File: src/rtl/cdc_handshake_tx_if.sv
// Bundle between the handshake source block, its local producer and the destination domain.
// No latency of its own; wires only.
// The master modport is the source block. The slave modport is the local producer plus the destination.
interface cdc_handshake_tx_if #(
   parameter int DATA_W = 8
);
   logic              valid_i;
   logic [DATA_W-1:0] data_i;
   logic              ready_o;
   logic              done_o;
   logic              req_o;
   logic [DATA_W-1:0] data_o;
   logic              ack_i;
   logic              timeout_o;

   modport master (
      input  valid_i, data_i, ack_i,
      output ready_o, done_o, req_o, data_o, timeout_o
   );

   modport slave (
      output valid_i, data_i, ack_i,
      input  ready_o, done_o, req_o, data_o, timeout_o
   );
endinterface

File: src/rtl/cdc_handshake_tx.sv
// Source side of a 4-phase req/ack crossing. With ack looped back, a word takes 2*(SYNC_STAGES+1) cycles from accept to done_o.
// ready_o is low from accept until ack is seen low again, and also while a stale synchronized ack is high.
// Macro CDC_HANDSHAKE_TIMEOUT_EN aborts a REQ phase that gets no ack within TIMEOUT_CYC cycles.
module cdc_handshake_tx #(
   parameter int DATA_W      = 8,
   parameter int SYNC_STAGES = 2,
   parameter int TIMEOUT_CYC = 255
) (
   input  logic                   clk_i,
   input  logic                   rst_i,
   cdc_handshake_tx_if.master     bus
);

   typedef enum logic [1:0] {IDLE, REQ, ACK_LOW} state_t;

   state_t                  state_q, state_d;
   logic                    req_q, req_d;
   logic [DATA_W-1:0]       data_q, data_d;
   logic                    done_q, done_d;
   logic [SYNC_STAGES-1:0]  sync_q;
   logic                    ack_s;
   logic                    ready;

   // Only the last synchronizer stage is used, so ack_i never reaches logic unsynchronized.
   assign ack_s = sync_q[SYNC_STAGES-1];
   assign ready = (state_q == IDLE) && !ack_s;

`ifdef CDC_HANDSHAKE_TIMEOUT_EN
   localparam int CNT_W = $clog2(TIMEOUT_CYC + 1);
   logic [CNT_W-1:0] cnt_q, cnt_d;
   logic             tout_q, tout_d;
   logic             abort_q, abort_d;
`endif

   // Shift the asynchronous ack through the synchronizer chain.
   always_ff @(posedge clk_i) begin
      if (rst_i) sync_q <= '0;
      else       sync_q <= {sync_q[SYNC_STAGES-2:0], bus.ack_i};
   end

   // State and registered outputs.
   always_ff @(posedge clk_i) begin
      if (rst_i) begin
         state_q <= IDLE;
         req_q   <= 1'b0;
         data_q  <= '0;
         done_q  <= 1'b0;
`ifdef CDC_HANDSHAKE_TIMEOUT_EN
         cnt_q   <= '0;
         tout_q  <= 1'b0;
         abort_q <= 1'b0;
`endif
      end else begin
         state_q <= state_d;
         req_q   <= req_d;
         data_q  <= data_d;
         done_q  <= done_d;
`ifdef CDC_HANDSHAKE_TIMEOUT_EN
         cnt_q   <= cnt_d;
         tout_q  <= tout_d;
         abort_q <= abort_d;
`endif
      end
   end

   // Next-state logic; data_q changes only on accept, so it stays frozen for the whole handshake.
   always_comb begin
      state_d = state_q;
      req_d   = req_q;
      data_d  = data_q;
      done_d  = 1'b0;
`ifdef CDC_HANDSHAKE_TIMEOUT_EN
      cnt_d   = cnt_q;
      tout_d  = 1'b0;
      abort_d = abort_q;
`endif
      case (state_q)
         IDLE: begin
            if (bus.valid_i && ready) begin
               data_d  = bus.data_i;
               req_d   = 1'b1;
               state_d = REQ;
`ifdef CDC_HANDSHAKE_TIMEOUT_EN
               cnt_d   = '0;
               abort_d = 1'b0;
`endif
            end
         end
         REQ: begin
            if (ack_s) begin
               req_d   = 1'b0;
               state_d = ACK_LOW;
            end
`ifdef CDC_HANDSHAKE_TIMEOUT_EN
            // The last REQ cycle is the one with cnt_q == TIMEOUT_CYC-1, so req_o is high for exactly TIMEOUT_CYC cycles.
            else if (cnt_q == CNT_W'(TIMEOUT_CYC - 1)) begin
               req_d   = 1'b0;
               state_d = ACK_LOW;
               tout_d  = 1'b1;
               abort_d = 1'b1;
            end else begin
               cnt_d = cnt_q + 1'b1;
            end
`endif
         end
         ACK_LOW: begin
            if (!ack_s) begin
               state_d = IDLE;
`ifdef CDC_HANDSHAKE_TIMEOUT_EN
               done_d  = !abort_q;
`else
               done_d  = 1'b1;
`endif
            end
         end
         default: state_d = IDLE;
      endcase
   end

   assign bus.ready_o = ready;
   assign bus.req_o   = req_q;
   assign bus.data_o  = data_q;
   assign bus.done_o  = done_q;
`ifdef CDC_HANDSHAKE_TIMEOUT_EN
   assign bus.timeout_o = tout_q;
`else
   assign bus.timeout_o = 1'b0;
`endif

endmodule

File: src/flat_wrapper.sv
// flat-port wrapper written by rule: the top's interface ports become plain ports
module cdc_handshake_tx_flat 
#(
   parameter int DATA_W      = 8,
   parameter int SYNC_STAGES = 2,
   parameter int TIMEOUT_CYC = 255
)
  (clk_i, rst_i, bus_valid_i, bus_data_i, bus_ack_i, bus_ready_o, bus_done_o, bus_req_o, bus_data_o, bus_timeout_o);
  cdc_handshake_tx_if #(.DATA_W(DATA_W)) bus_i ();
  input  logic clk_i;
  input  logic rst_i;
  input wire logic [$bits(bus_i.valid_i)-1:0] bus_valid_i;
  input wire logic [$bits(bus_i.data_i)-1:0] bus_data_i;
  input wire logic [$bits(bus_i.ack_i)-1:0] bus_ack_i;
  output wire logic [$bits(bus_i.ready_o)-1:0] bus_ready_o;
  output wire logic [$bits(bus_i.done_o)-1:0] bus_done_o;
  output wire logic [$bits(bus_i.req_o)-1:0] bus_req_o;
  output wire logic [$bits(bus_i.data_o)-1:0] bus_data_o;
  output wire logic [$bits(bus_i.timeout_o)-1:0] bus_timeout_o;
  assign bus_i.valid_i = bus_valid_i;
  assign bus_i.data_i = bus_data_i;
  assign bus_i.ack_i = bus_ack_i;
  assign bus_ready_o = bus_i.ready_o;
  assign bus_done_o = bus_i.done_o;
  assign bus_req_o = bus_i.req_o;
  assign bus_data_o = bus_i.data_o;
  assign bus_timeout_o = bus_i.timeout_o;
  cdc_handshake_tx #(.DATA_W(DATA_W), .SYNC_STAGES(SYNC_STAGES), .TIMEOUT_CYC(TIMEOUT_CYC)) u_core (.clk_i(clk_i), .rst_i(rst_i), .bus(bus_i));
endmodule
File: config.mk
export PLATFORM = sky130hd
export DESIGN_NAME = cdc_handshake_tx_flat
export DESIGN_NICKNAME = d
export VERILOG_FILES = /design/src/rtl/cdc_handshake_tx_if.sv /design/src/rtl/cdc_handshake_tx.sv /design/src/flat_wrapper.sv
export SDC_FILE = /design/constraint.sdc
export NUM_CORES = 1
export LEC_CHECK = 0
export ABC_AREA = 1
export CAP_MARGIN = 20
export CORE_MARGIN = 2
export CORE_UTILIZATION = 35
export DETAILED_ROUTE_END_ITERATION = 8
export PLACE_DENSITY_LB_ADDON = 0.2
export SLEW_MARGIN = 40
export SYNTH_ARGS = -nofsm -noshare
export SYNTH_HDL_FRONTEND = slang
export SYNTH_SLANG_ARGS = --single-unit
File: constraint.sdc
create_clock -name clk_i -period 2.6 [get_ports clk_i]
set_input_delay 0.39 -clock clk_i [delete_from_list [all_inputs] [get_ports clk_i]]
set_output_delay 0.39 -clock clk_i [all_outputs]
set_load 0.03 [all_outputs]
==> impl_table.tex, run 1 <==
\begin{tabular}{lr}
\hline
Metric & Value \\
\hline
\multicolumn{2}{l}{\textbf{Run status}} \\
\quad Result of the run & completed \\
\multicolumn{2}{l}{\textbf{Synthesis}} \\
\quad Sequential share of the synthesized area & 0.425 \\
\quad Main flop type after synthesis & dfxtp\_1 \\
\quad Async set or reset register ratio after synthesis & 0 \\
\quad Most used standard cell by instance count after synthesis & inv\_1 \\
\quad Largest area contributor in the netlist & dfxtp\_1 \\
\quad Top-area cell type share of the netlist area & 0.425 \\
\quad Top post-synthesis cells by count & inv\_1, nand2\_1, dfxtp\_1 \\
\quad Largest cells by area after synthesis & dfxtp\_1, inv\_1, nand2\_1, nand4\_1, nor2\_2 \\
\quad Mean instance size in the synthesized netlist & 7.09 um2 \\
\quad Number of flops mapped to enable cells by yosys & 0 \\
\quad Cell count after synthesis & 93 \\
\quad Total nets after synthesis & 105 \\
\quad Post-synthesis register bit count & 14 \\
\quad Mapped cell area & 659 um2 \\
\quad Yosys synthesis warning count & 0 \\
\quad Number of library cell types mapped by synthesis & 16 \\
\multicolumn{2}{l}{\textbf{Floorplanning}} \\
\quad Core Area & 1750 um2 \\
\quad Starting utilization of the core area & 0.378 \\
\quad Area enclosed by the die boundary & 2250 um2 \\
\quad Die extent in y & 47.4 um \\
\quad Die span in x & 47.4 um \\
\quad Standard-cell row count & 15 \\
\quad Io pins & 24 \\
\multicolumn{2}{l}{\textbf{Clock network}} \\
\quad Gates resized, CTS repair & 0 \\
\quad CTS sink count & 14 \\
\quad Clock tree from TritonCTS & done \\
\quad Number of buffers added by the clock tree synthesis step & 3 \\
\quad Worst skew pair latency & 0.29 ns \\
\quad Clock root buffer & clkbuf\_4 \\
\quad Setup fix buffers added after clock tree synthesis & 0 \\
\quad Number of H-tree levels & 1 \\
\quad Clock slew at the register clock pins of the worst setup and hold paths & 0.09 ns \\
\quad Maximum count of clock buffers along a single path & 2 \\
\quad Hold buffers post-CTS & 0 \\
\multicolumn{2}{l}{\textbf{Worst setup path}} \\
\quad Nature of the critical path startpoint & register \\
\quad Ordered cell list for the critical path & nor3\_1 -> clkdlybuf4s50\_1 \\
\quad Type of the worst setup path & register to output pin \\
\quad Data required time of the critical path & 2.21 ns \\
\quad Max Fanout on Critical Path & 5 \\
\quad Critical Path AT & 1.55 ns \\
\quad Largest stage delay on the critical path & 0.69 ns \\
\quad Depth of the worst register-to-register path & 5 \\
\quad Cell type group with the largest total delay on the critical path & buffers and inverters \\
\quad Slowest CP cell & clkdlybuf4s50\_1 \\
\quad Count of buffering cells on the critical path with inverters included & 1 \\
\quad Nature of the critical path endpoint & output pin \\
\quad Critical path depth & 2 \\
\multicolumn{2}{l}{\textbf{STA}} \\
\quad Final-layout setup total negative slack & 0 ns \\
\quad Count of final setup violators & 0 \\
\quad Max Freq & 515 MHz \\
\quad Crit share post-route & 0.747 \\
\quad RSZ-0062 raised after global routing & false \\
\quad Worst clock skew & 0.00569 ns \\
\quad Final hold vios & 0 \\
\quad Final period demand of the worst path & 1.94 ns \\
\quad Max-slew violations & 0 \\
\multicolumn{2}{l}{\textbf{Final layout}} \\
\quad Share of post-route cells with drive strength above 1 & 0.121 \\
\quad Count of inserted antenna diode cells & 0 \\
\quad Signed area change from the synthesized netlist to the final layout & 41.0\% \\
\quad Count of nets after finishing & 129 \\
\multicolumn{2}{l}{\textbf{Global routing}} \\
\quad Largest net degree at the start of global routing & 12 \\
\quad Via count of the first global-routing pass & 537 \\
\quad Initial antenna violation count & 0 \\
\quad Gr usage total & 0.145 \\
\quad Wire length of the first global-routing pass & 2.17 mm \\
\quad Overflow left after global routing & 0 \\
\multicolumn{2}{l}{\textbf{Power}} \\
\quad Leak pwr & 0.458 nW \\
\quad Pwr/cell area & 573 nW/um2 \\
\quad Pwr Total & 0.532 mW \\
\quad Maximum resistive drop on vdd & 0.000359 V \\
\multicolumn{2}{l}{\textbf{Route}} \\
\quad Remaining routing DRC violations & 0 \\
\quad Via total after detailed routing & 604 \\
\quad Total wirelength of the detailed-routed design & 1.29 mm \\
\quad Vias/cell & 4.28 \\
\quad Routed length per instance & 9.18 um \\
\quad Total iterations of the first detailed-routing run & 4 \\
\quad DRT iter0 DRCs & 10 \\
\quad Post-detailed-route count of antenna-violating nets & 0 \\
\multicolumn{2}{l}{\textbf{Placed design}} \\
\quad Estimated wirelength of the detail-placed design & 925 um \\
\quad Last weighted congestion value of the routability-driven placer & 0.703 \\
\quad Number of input and output port buffers inserted & 22 \\
\multicolumn{2}{l}{\textbf{Job}} \\
\quad Number of violations of the max-capacitance limit & 0 \\
\multicolumn{2}{l}{\textbf{Min path}} \\
\quad Hold path depth & 2 \\
\quad Hold WC Path Type & register to register \\
\hline
\end{tabular}
[state kept, by name (all words and copies together) (netlist names)]
name               cells
u_core.bus.done_o      1
u_core.sync_q          2
u_core.state_q         2
u_core.bus.req_o       1
u_core.bus.data_o      8
[worst reg2reg max path, cell delays in order, from the launching register on]
cell and delay (ns):
dfxtp_1 0.35, inv_1 0.28, nand3_4 0.19, nand2_1 0.10, inv_1 0.05, nor2_2 0.08
[cells in the final DEF, fill, tap and decap left out, types with 2 or more instances in the layout]
master	n
a21oi_1	2
clkbuf_4	3
clkdlybuf4s50_1	22
dfxtp_1	14
inv_1	28
nand2_1	19
nand4_1	8
nor2_1	3
nor2_2	8
nor3_1	2
[power breakdown]
part | switching, mW | total (mW) | internal [mW]
Combinational | 0.0747 | 0.132 | 0.0573
Clock | 0.0773 | 0.163 | 0.0854
Sequential | 0.00813 | 0.238 | 0.229
[through the flow]
| stage | instances | hold WS [ns] | cell area (um2) | util | worst slack (ns) |
|---|---|---|---|---|---|
| 2_1_floorplan | 93 | 0.388 | 659 | - | 1.16 |
| 3_3_place_gp | 137 | 0.392 | 893 | 0.512 | 0.993 |
| 3_5_place_dp | 137 | 0.399 | 893 | 0.512 | 0.973 |
| 4_1_cts | 141 | 0.412 | 930 | 0.533 | 0.645 |
| 5_1_grt | 141 | 0.417 | 930 | 0.533 | 0.603 |
| 6_report | 141 | 0.406 | 930 | 0.533 | 0.658 |
[path summary, 6_finish.rpt]
check / slack, ns / start / to
min reg2reg: 0.41 / u_core.sync_q[0]$_SDFF_PP0_ / u_core.sync_q[1]$_SDFF_PP0_
max: 0.66 / u_core.state_q[1]$_SDFFE_PP0P_ / bus_ready_o
max reg2reg: 1.50 / u_core.state_q[0]$_SDFFE_PP0P_ / u_core.bus.data_o[6]$_SDFFE_PP0P_
min: 0.41 / u_core.sync_q[0]$_SDFF_PP0_ / u_core.sync_q[1]$_SDFF_PP0_
[layer usage]
layer,track usage,part of all wire,vias up
li1,-,-,317
met1,0.170,0.45,261
met2,0.219,0.46,21
met3,0.0577,0.058,5
met4,0.0944,0.028,0
met5,0,0,-
[area by class of cell]
type	count	area [um2]
flip-flops and latches	14	280
repair buffers	22	220
inverters	29	109
multi-input cells	47	253
clock buffers	4	36.3
fillers	170	816
well taps	25	31.3
[kinds of logic after synthesis]
kind of cell           Yosys count  synth area share
and+or+nand+nor                 43             0.347
buffers and inverters           32             0.192
DFF                             14             0.425
AOI/OAI and AO/OA                3            0.0304
other                            1           0.00569
Power figures use the tool's default switching activity.
==> run 2: changes to the inputs <==
- clock period: 2.6 -> 1.96 ns (I/O delays scaled with it)
==> results of run 2 <==
The final DEF is identical to that of run 1. Status: completed.
Among the figures that moved: setup slack after placement 0.973 ns -> 0.429 ns; setup slack after layout 0.658 ns -> 0.114 ns; register-to-register setup slack 1.50 ns -> 0.86 ns; total power 0.532 mW -> 0.706 mW; worst IR drop on VDD 0.000359 V -> 0.000476 V
==> run 3: changes to the inputs <==
- GPL_TIMING_DRIVEN: not set -> 0
- REMOVE_ABC_BUFFERS: not set -> 1
==> run 3 against run 2 <==
  * Count of clock-buffer cells in the layout shrank 1
  * Register-to-register slack lost 0.02 ns
  * Critical path depth is the same
  * Flip-flop and latch count is the same
==> impl_table.tex, run 3 (synthesized netlist as in run 1, its figures left out) <==
\begin{tabular}{lr}
\hline
Metric & Value \\
\hline
\multicolumn{2}{l}{\textbf{Worst setup path}} \\
\quad Type of the worst setup path & register to output pin \\
\quad Nature of the critical path endpoint & output pin \\
\quad Data required time of the critical path & 1.67 ns \\
\quad Critical Path AT & 1.56 ns \\
\quad Depth of the worst register-to-register path & 5 \\
\quad RR Endpoint & u\_core.bus.data\_o[0]\$\_SDFFE\_PP0P\_ \\
\quad Count of buffering cells on the critical path with inverters included & 1 \\
\quad Nature of the critical path startpoint & register \\
\quad Startpoint of the most critical register-to-register path & u\_core.state\_q[0]\$\_SDFFE\_PP0P\_ \\
\quad Worst setup path start & u\_core.state\_q[1]\$\_SDFFE\_PP0P\_ \\
\quad Slowest CP cell & clkdlybuf4s50\_1 \\
\quad Ordered cell list for the critical path & nor3\_1 -> clkdlybuf4s50\_1 \\
\quad Cell type group with the largest total delay on the critical path & buffers and inverters \\
\quad Max Fanout on Critical Path & 5 \\
\quad Worst R2R Setup Slack & 0.84 ns \\
\quad Largest stage delay on the critical path & 0.70 ns \\
\multicolumn{2}{l}{\textbf{Placed design}} \\
\quad Cell area after placement & 893 um2 \\
\quad Number of input and output port buffers inserted & 22 \\
\quad Last weighted congestion value of the routability-driven placer & 0.702 \\
\quad Estimated wirelength of the detail-placed design & 935 um \\
\quad Number of placed cells counting well taps & 137 \\
\quad Placement-stage worst setup slack & 0.423 ns \\
\multicolumn{2}{l}{\textbf{Global routing}} \\
\quad Global-route met3 utilization & 0.0462 \\
\quad Initial antenna violation count & 0 \\
\quad Largest net degree at the start of global routing & 12 \\
\quad Gr busiest metal & met2 \\
\quad Wire length of the first global-routing pass & 2.05 mm \\
\quad Via count of the first global-routing pass & 503 \\
\quad Gr usage total & 0.134 \\
\quad Met2 track utilization from global routing & 0.214 \\
\quad Met1 Use GR & 0.159 \\
\quad Overflow left after global routing & 0 \\
\multicolumn{2}{l}{\textbf{Clock network}} \\
\quad Number of H-tree levels & 1 \\
\quad Gates resized, CTS repair & 0 \\
\quad Clock tree from TritonCTS & done \\
\quad Maximum count of clock buffers along a single path & 2 \\
\quad Setup fix buffers added after clock tree synthesis & 0 \\
\quad Worst skew pair latency & 0.27 ns \\
\quad CTS sink count & 14 \\
\quad Clock slew at the register clock pins of the worst setup and hold paths & 0.08 ns \\
\quad Clock root buffer & clkbuf\_4 \\
\quad Number of buffers added by the clock tree synthesis step & 3 \\
\quad Hold buffers post-CTS & 0 \\
\multicolumn{2}{l}{\textbf{Floorplanning}} \\
\quad Starting utilization of the core area & 0.378 \\
\quad Standard-cell row count & 15 \\
\quad Io pins & 24 \\
\quad Area enclosed by the die boundary & 2250 um2 \\
\quad Die span in x & 47.4 um \\
\quad Die extent in y & 47.4 um \\
\quad Core Area & 1750 um2 \\
\multicolumn{2}{l}{\textbf{Route}} \\
\quad DRT iter0 DRCs & 8 \\
\quad Routed length per instance & 9.30 um \\
\quad Total iterations of the first detailed-routing run & 4 \\
\quad Remaining routing DRC violations & 0 \\
\quad Post-detailed-route count of antenna-violating nets & 0 \\
\quad Vias/cell & 4.27 \\
\quad Total wirelength of the detailed-routed design & 1.30 mm \\
\quad Via total after detailed routing & 598 \\
\multicolumn{2}{l}{\textbf{Final layout}} \\
\quad Non-filler cells in the finished layout & 140 \\
\quad Count of inserted antenna diode cells & 0 \\
\quad Signed area change from the synthesized netlist to the final layout & 38.9\% \\
\quad Most frequent cells in the layout & inv\_1, clkdlybuf4s50\_1, nand2\_1 \\
\quad Number of flip-flops in the largest register & 8 \\
\quad Count of nets after finishing & 129 \\
\quad Fill cell instance count of the final layout & 179 \\
\quad Share of post-route cells with drive strength above 1 & 0.113 \\
\quad Final Instance Area & 916 um2 \\
\quad Final standard cell utilization of the core & 0.525 \\
\quad Leading cell type in the layout, fill and taps excluded & inv\_1 \\
\multicolumn{2}{l}{\textbf{STA}} \\
\quad RSZ-0062 raised after global routing & false \\
\quad Max-slew violations & 0 \\
\quad Post-Route Hold Slack & 0.410 ns \\
\quad Worst Setup Slack, final & 0.108 ns \\
\quad Worst clock skew & 0.00302 ns \\
\quad Final period demand of the worst path & 1.85 ns \\
\quad Final hold vios & 0 \\
\quad Count of final setup violators & 0 \\
\quad Final-layout setup total negative slack & 0 ns \\
\quad Crit share post-route & 0.945 \\
\quad Max Freq & 540 MHz \\
\multicolumn{2}{l}{\textbf{Min path}} \\
\quad Hold path endpoint & u\_core.sync\_q[1]\$\_SDFF\_PP0\_ \\
\quad Hold path startpoint & u\_core.sync\_q[0]\$\_SDFF\_PP0\_ \\
\quad Hold path depth & 2 \\
\quad Hold WC Path Type & register to register \\
\multicolumn{2}{l}{\textbf{Power}} \\
\quad Pwr Total & 0.645 mW \\
\quad Maximum resistive drop on vdd & 0.000355 V \\
\quad Pwr/cell area & 705 nW/um2 \\
\quad Leak pwr & 0.451 nW \\
\multicolumn{2}{l}{\textbf{Run status}} \\
\quad Result of the run & completed \\
\multicolumn{2}{l}{\textbf{Job}} \\
\quad Number of violations of the max-capacitance limit & 0 \\
\hline
\end{tabular}
==> run 3: report_power, final <==
part,leakage (nW),switching [mW],internal (mW),total (mW)
Sequential,0.116,0.0108,0.304,0.315
Combinational,0.322,0.100,0.0760,0.176
Clock,0.0138,0.0829,0.0710,0.154
Total,0.451,0.194,0.451,0.645
==> run 3: layout make-up <==
type | instances | area [um2] | share of cell area
sequential | 14 | 280 | 0.306
multi-input combinational | 47 | 253 | 0.276
timing repair buffer | 22 | 220 | 0.240
tap | 25 | 31.3 | 0.0342
inverter | 29 | 109 | 0.119
clock buffer | 3 | 22.5 | 0.0246
==> run 3: routing by layer <==
metal / vias to the layer above / routed length (um)
met5: - / 0
met2: 19 / 630
met1: 261 / 596
met4: 0 / 0
li1: 318 / -
met3: 0 / 75
==> run 3: worst register-to-register path, cell delays in order, from the launching register on <==
cell and delay [ns]:
dfxtp_1 0.34, inv_1 0.30, nand3_4 0.20, nand2_1 0.10, inv_1 0.05, nor2_2 0.08
==> run 3: worst max-delay path by stage <==
stage	endpoint	slack [ns]	depth (start not counted)
2_1_floorplan	bus_ready_o	0.61	1
3_3_place_gp	bus_ready_o	0.41	2
3_5_place_dp	bus_ready_o	0.42	2
4_1_cts	bus_ready_o	0.09	2
5_1_grt	bus_ready_o	0.008	2
6_report	bus_ready_o	0.11	2
==> edit 1: new RTL, settings of run 3 <==
`DATA_W` is set to 8 in 3 places; all go to 6.
--- a/src/rtl/cdc_handshake_tx_if.sv
+++ b/src/rtl/cdc_handshake_tx_if.sv
@@ -4,3 +4,3 @@
 interface cdc_handshake_tx_if #(
-   parameter int DATA_W = 8
+   parameter int DATA_W = 6
 );
--- a/src/rtl/cdc_handshake_tx.sv
+++ b/src/rtl/cdc_handshake_tx.sv
@@ -4,3 +4,3 @@
 module cdc_handshake_tx #(
-   parameter int DATA_W      = 8,
+   parameter int DATA_W      = 6,
    parameter int SYNC_STAGES = 2,
--- a/src/flat_wrapper.sv
+++ b/src/flat_wrapper.sv
@@ -3,3 +3,3 @@
 #(
-   parameter int DATA_W      = 8,
+   parameter int DATA_W      = 6,
    parameter int SYNC_STAGES = 2,
Ports: changed (resized bus_data_i and bus_data_o); port bits go from 24 to 20. No check against the original RTL was run, so the function may have changed too.
==> edit 1 against run 3 <==
- global-route usage fell by 1.4 points
- synthesized area fell by 19%
- via count fell by 20%
- wire length fell by 21%
- design area fell by 17%
- sequential cell count fell by 2
- worst setup slack got worse by 0.028 ns
- synthesized cell count fell by 18%
- non-clock buffer count fell by 4
- total power fell by 4.6%
- utilization fell by 0.77 points
- sequential share of layout area rose by 0.98 points
==> edit 1: results (changes against run 3) <==
run_status:
  status: "finished clean"  # unchanged
clocking:
  post_cts_buffers: 0  # unchanged
  clk_latency_ns: 0.27  # about the same
  cts_buffers: 3  # unchanged
  clockBufferDepth: 2  # unchanged
  cts.repair.resized: 0  # unchanged
  cts_root_buf: "clkbuf_4"  # unchanged
  path_clk_slew_ns: 0.08  # about the same
  ctsHtreeMaxLevel: 1  # unchanged
power:
  finalPower_w: 0.000616  # was 0.000645 W
  peakVddDrop_uv: 427  # was 355 uV
  p_switching_w: 0.000178  # was 0.000194 W
  p_leak_nw: 0.375  # was 0.451 nW
  power_frac_seq: 0.442  # was 0.488
  clk-power_w: 0.000200  # was 0.000154 W
layout:
  largest_register_ffs: 6  # was 8
  layout.nets: 108  # was 129
  drive_gt1_frac: 0.0619  # was 0.113
  fill_cells: 155  # was 179
  antenna_cells: 0  # unchanged
timing:
  skew_ns: 0.00485  # was 0.00302 ns
synthesis:
  async_flop_share: 0  # unchanged
  netlist_top_cells_area: "dfxtp_1 (45%), inv_1 (16%), nand2_1 (11%), nand4_1 (7.1%), nor2_1 (5.6%)"  # was dfxtp_1 (43%), inv_1 (16%), nand2_1 (11%), nand4_1 (7.6%), nor2_2 (7.6%)
  yosys-top-cells-count: "inv_1 (23), nand2_1 (15), dfxtp_1 (12), nor2_1 (8), nand4_1 (6)"  # was inv_1 (28), nand2_1 (19), dfxtp_1 (14), nand4_1 (8), nor2_2 (8)
  ys_warn_count: 0  # unchanged
  seq_area_frac_synth: 0.452  # was 0.425
  ys_types: 13  # was 16
routing:
  dr.pass1.iters: 2  # was 4
  wire_per_inst_um: 9.10  # was 9.30 um
  via_per_inst: 4.21  # was 4.27
  drtIter0Drc: 8  # unchanged
place:
  gp_congestion: 0.789  # was 0.702
  port_buffers: 18  # was 22
  hpwl_um: 730  # was 935 um
grt:
  antenna_found_initial: 0  # unchanged
  grt_max_degree: 9  # was 12
  track_usage: 0.120  # was 0.134
  grt_pass1_vias: 408  # was 503
  grt_pass1_wl_mm: 1.58  # was 2.05 mm
die:
  dieArea_um2: 1850  # was 2250 um2
worst_setup_path:
  max_stage_delay_ns: 0.70  # about the same
  worstPathArrival_ns: 1.59  # was 1.56 ns
  crit_fanout: 6  # was 5
  cp_top_family: "buffers and inverters"  # unchanged
  slowest_stage: "clkdlybuf4s50_1"  # unchanged
run:
  max_cap_viol_count: 0  # unchanged
min_path:
  hp-class: "reg2reg"  # unchanged
[edit 1: area by class of cell]
class	count	area share
Clock buffer	4	0.0477
Tap cell	16	0.0263
Multi-Input combinational cell	40	0.260
Sequential cell	12	0.316
Inverter	23	0.113
Timing Repair Buffer	18	0.237
[edit 1: final timing paths]
kind | startpoint | end | slack, ns | cells past startpoint
max | u_core.state_q[0]$_SDFFE_PP0P_ | bus_ready_o | 0.08 | 2
min | u_core.sync_q[0]$_SDFF_PP0_ | u_core.sync_q[1]$_SDFF_PP0_ | 0.41 | 2
max reg2reg | u_core.sync_q[1]$_SDFF_PP0_ | u_core.bus.data_o[0]$_SDFFE_PP0P_ | 0.92 | 5
min reg2reg | u_core.sync_q[0]$_SDFF_PP0_ | u_core.sync_q[1]$_SDFF_PP0_ | 0.41 | 2
[edit 1: cells by family after synthesis]
kind of cell / after synthesis / synth area share
DFF: 12 / 0.452
other: 1 / 0.00705
AOI/OAI and AO/OA: 3 / 0.0282
and+or+nand+nor: 36 / 0.336
buffers and inverters: 24 / 0.176
[edit 1: stage by stage]
stage                     setup slack (ns)   util  area (um2)  std cells  hold WS (ns)
final                               0.0799  0.517         761        113         0.409
after global routing               0.00328  0.517         761        113         0.425
after CTS                           0.0688  0.517         761        113         0.416
after detailed placement             0.392  0.492         724        109         0.404
after global placement               0.386  0.492         724        109         0.394
after floorplan                      0.600      -         524         75         0.363
[edit 1: worst reg2reg max path: stages (launching register included)]
cell     delay [ns]
dfxtp_1        0.35
inv_1          0.24
nand3_4        0.16
nand2_1        0.09
inv_1          0.04
nor2_1         0.10
[edit 1: layer usage]
layer  track usage  vias to the layer above  share of wire
met5             0                        -              0
met4         0.109                        0         0.0088
met3        0.0255                        2          0.056
met2         0.182                       14           0.44
met1         0.138                      192           0.49
li1              -                      268              -
==> edit 2: new RTL, flow settings as in run 3 <==
Made on the original files. The 3 states of `state_t` get a one-hot encoding in 3 bits.
--- a/src/rtl/cdc_handshake_tx.sv
+++ b/src/rtl/cdc_handshake_tx.sv
@@ -13,3 +13,3 @@
 
-   typedef enum logic [1:0] {IDLE, REQ, ACK_LOW} state_t;
+   typedef enum logic [2:0] {IDLE = 3'b001, REQ = 3'b010, ACK_LOW = 3'b100} state_t;
 
Function: same outputs for any inputs over 10 cycles, from zero or initial values and one cycle with rst_i high; not proved beyond that.
==> edit 2 against run 3 <==
- worst setup slack improved by 0.10 ns
- count of clock-buffer cells in the layout increased by 1
- design area decreased by 6.4%
- first-iteration DRC count decreased by 63%
- synthesized area decreased by 7.0%
- clock power increased by 12%
- highest routed layer is now met4
- sequential power increased by 8.9%
- largest power group unchanged
- wire length decreased by 7.8%
- non-clock buffer count unchanged
- total power increased by 8.3%
- sequential cell count increased by 1
- cell count decreased by 19%
==> edit 2: results (changes against run 3) <==
synthesis:
  syn_avg_cell_area_um2: 8.28  # was 7.09 um2
  seq_area_frac_synth: 0.490  # was 0.425
  synth_top_area_share: 0.490  # was 0.425
  yosys-top-cells-count: "dfxtp_1 (15), nand2_1 (13), nand3_1 (12), a21oi_1 (10), inv_1 (7)"  # was inv_1 (28), nand2_1 (19), dfxtp_1 (14), nand4_1 (8), nor2_2 (8)
  netlist_top_cells_area: "dfxtp_1 (49%), nand3_1 (9.8%), a21oi_1 (8.2%), nand2_1 (8.0%), inv_1 (4.3%)"  # was dfxtp_1 (43%), inv_1 (16%), nand2_1 (11%), nand4_1 (7.6%), nor2_2 (7.6%)
  async_flop_share: 0  # unchanged
  ys_types: 18  # was 16
clocking:
  post_cts_buffers: 0  # unchanged
  cts_root_buf: "clkbuf_4"  # unchanged
  cts.repair.resized: 1  # was 0
  clk_latency_ns: 0.28
  ctsHtreeMaxLevel: 1  # unchanged
grt:
  grt_pass1_wl_mm: 2.02  # was 2.05 mm
  grt_max_degree: 14  # was 12
  track_usage: 0.134  # about the same
  grt_pass1_vias: 477  # was 503
  antenna_found_initial: 0  # unchanged
place:
  gp_congestion: 0.740  # was 0.702
  dpl_cell_area_um2: 832  # was 893 um2
  hpwl_um: 866  # was 935 um
  place_ws_ns: 0.234  # was 0.423 ns
  place_inst: 110  # was 137
worst_setup_path:
  max_stage_delay_ns: 0.43  # was 0.70 ns
  slowest_stage: "dlygate4sd2_1"  # was clkdlybuf4s50_1
  worstPathArrival_ns: 1.45  # was 1.56 ns
  ff2ff_path_depth: 5  # unchanged
  crit_fanout: 10  # was 5
routing:
  drtIter0Drc: 3  # was 8
  dr.pass1.iters: 5  # was 4
  wl_mm: 1.20  # was 1.30 mm
  via_per_inst: 4.94  # was 4.27
  vias: 563  # was 598
timing:
  relSlewSlack: 0.662
  skew_ns: 0.00257  # was 0.00302 ns
  setup_ws_ns: 0.212  # was 0.108 ns
power:
  peakVddDrop_uv: 500  # was 355 uV
  p_leak_nw: 0.349  # was 0.451 nW
layout:
  drive_gt1_frac: 0.0825  # was 0.113
  antenna_cells: 0  # unchanged
  largest_register_ffs: 8  # unchanged
run_status:
  status: "finished clean"  # unchanged
[edit 2: metal layers]
metal	part of all wire	routed length, um	global-route usage	vias to the layer above
met3	0.071	85	0.0714	2
li1	-	-	-	289
met2	0.46	556	0.217	17
met5	0	0	0	-
met1	0.46	546	0.147	255
met4	0.010	12	0.0514	0
[edit 2: per-stage QoR]
step                utilization  hold WS, ns
floorplan                     -        0.356
global placement          0.493        0.391
detailed placement        0.493        0.397
CTS                       0.507        0.410
global route              0.507        0.429
finish                    0.507        0.410
[edit 2: cell type report]
cell class	instances	area, um2
fill	179	832
sequential	15	300
multi-input combinational	48	260
timing repair buffer	22	219
inverter	8	30.0
clock buffer	4	26.3
tap	17	21.3
[edit 2: cell families after synthesis]
logic type | Yosys count | share of synthesized area
buffers and inverters | 11 | 0.0857
DFF | 15 | 0.490
other | 1 | 0.00612
and+or+nand+nor | 35 | 0.314
AOI/OAI and AO/OA | 12 | 0.104
[edit 2: power by group]
group / leakage (nW) / internal (W) / total [W] / switching [W]
Clock: 0.0150 / 0.0000788 / 0.000173 / 0.0000944
Combinational: 0.211 / 0.0000788 / 0.000182 / 0.000104
Sequential: 0.123 / 0.000327 / 0.000343 / 0.0000166
[edit 2: worst paths after layout]
| path | end | from |
|---|---|---|
| worst max register to register | u_core.bus.data_o[5]$_SDFFE_PP0P_ | u_core.state_q[1]$_SDFFE_PP0P_ |
| worst max-delay path | bus_ready_o | u_core.state_q[1]$_SDFFE_PP0P_ |
| worst min register to register | u_core.sync_q[1]$_SDFF_PP0_ | u_core.sync_q[0]$_SDFF_PP0_ |
| worst min-delay path | u_core.sync_q[1]$_SDFF_PP0_ | u_core.sync_q[0]$_SDFF_PP0_ |
[edit 2: worst max-delay path, delay by kind of cell, from the launching register on]
kind / cells / cell delay (ns)
buf+inv: 1 / 0.43
simple gates: 2 / 0.39
flops: 1 / 0.36
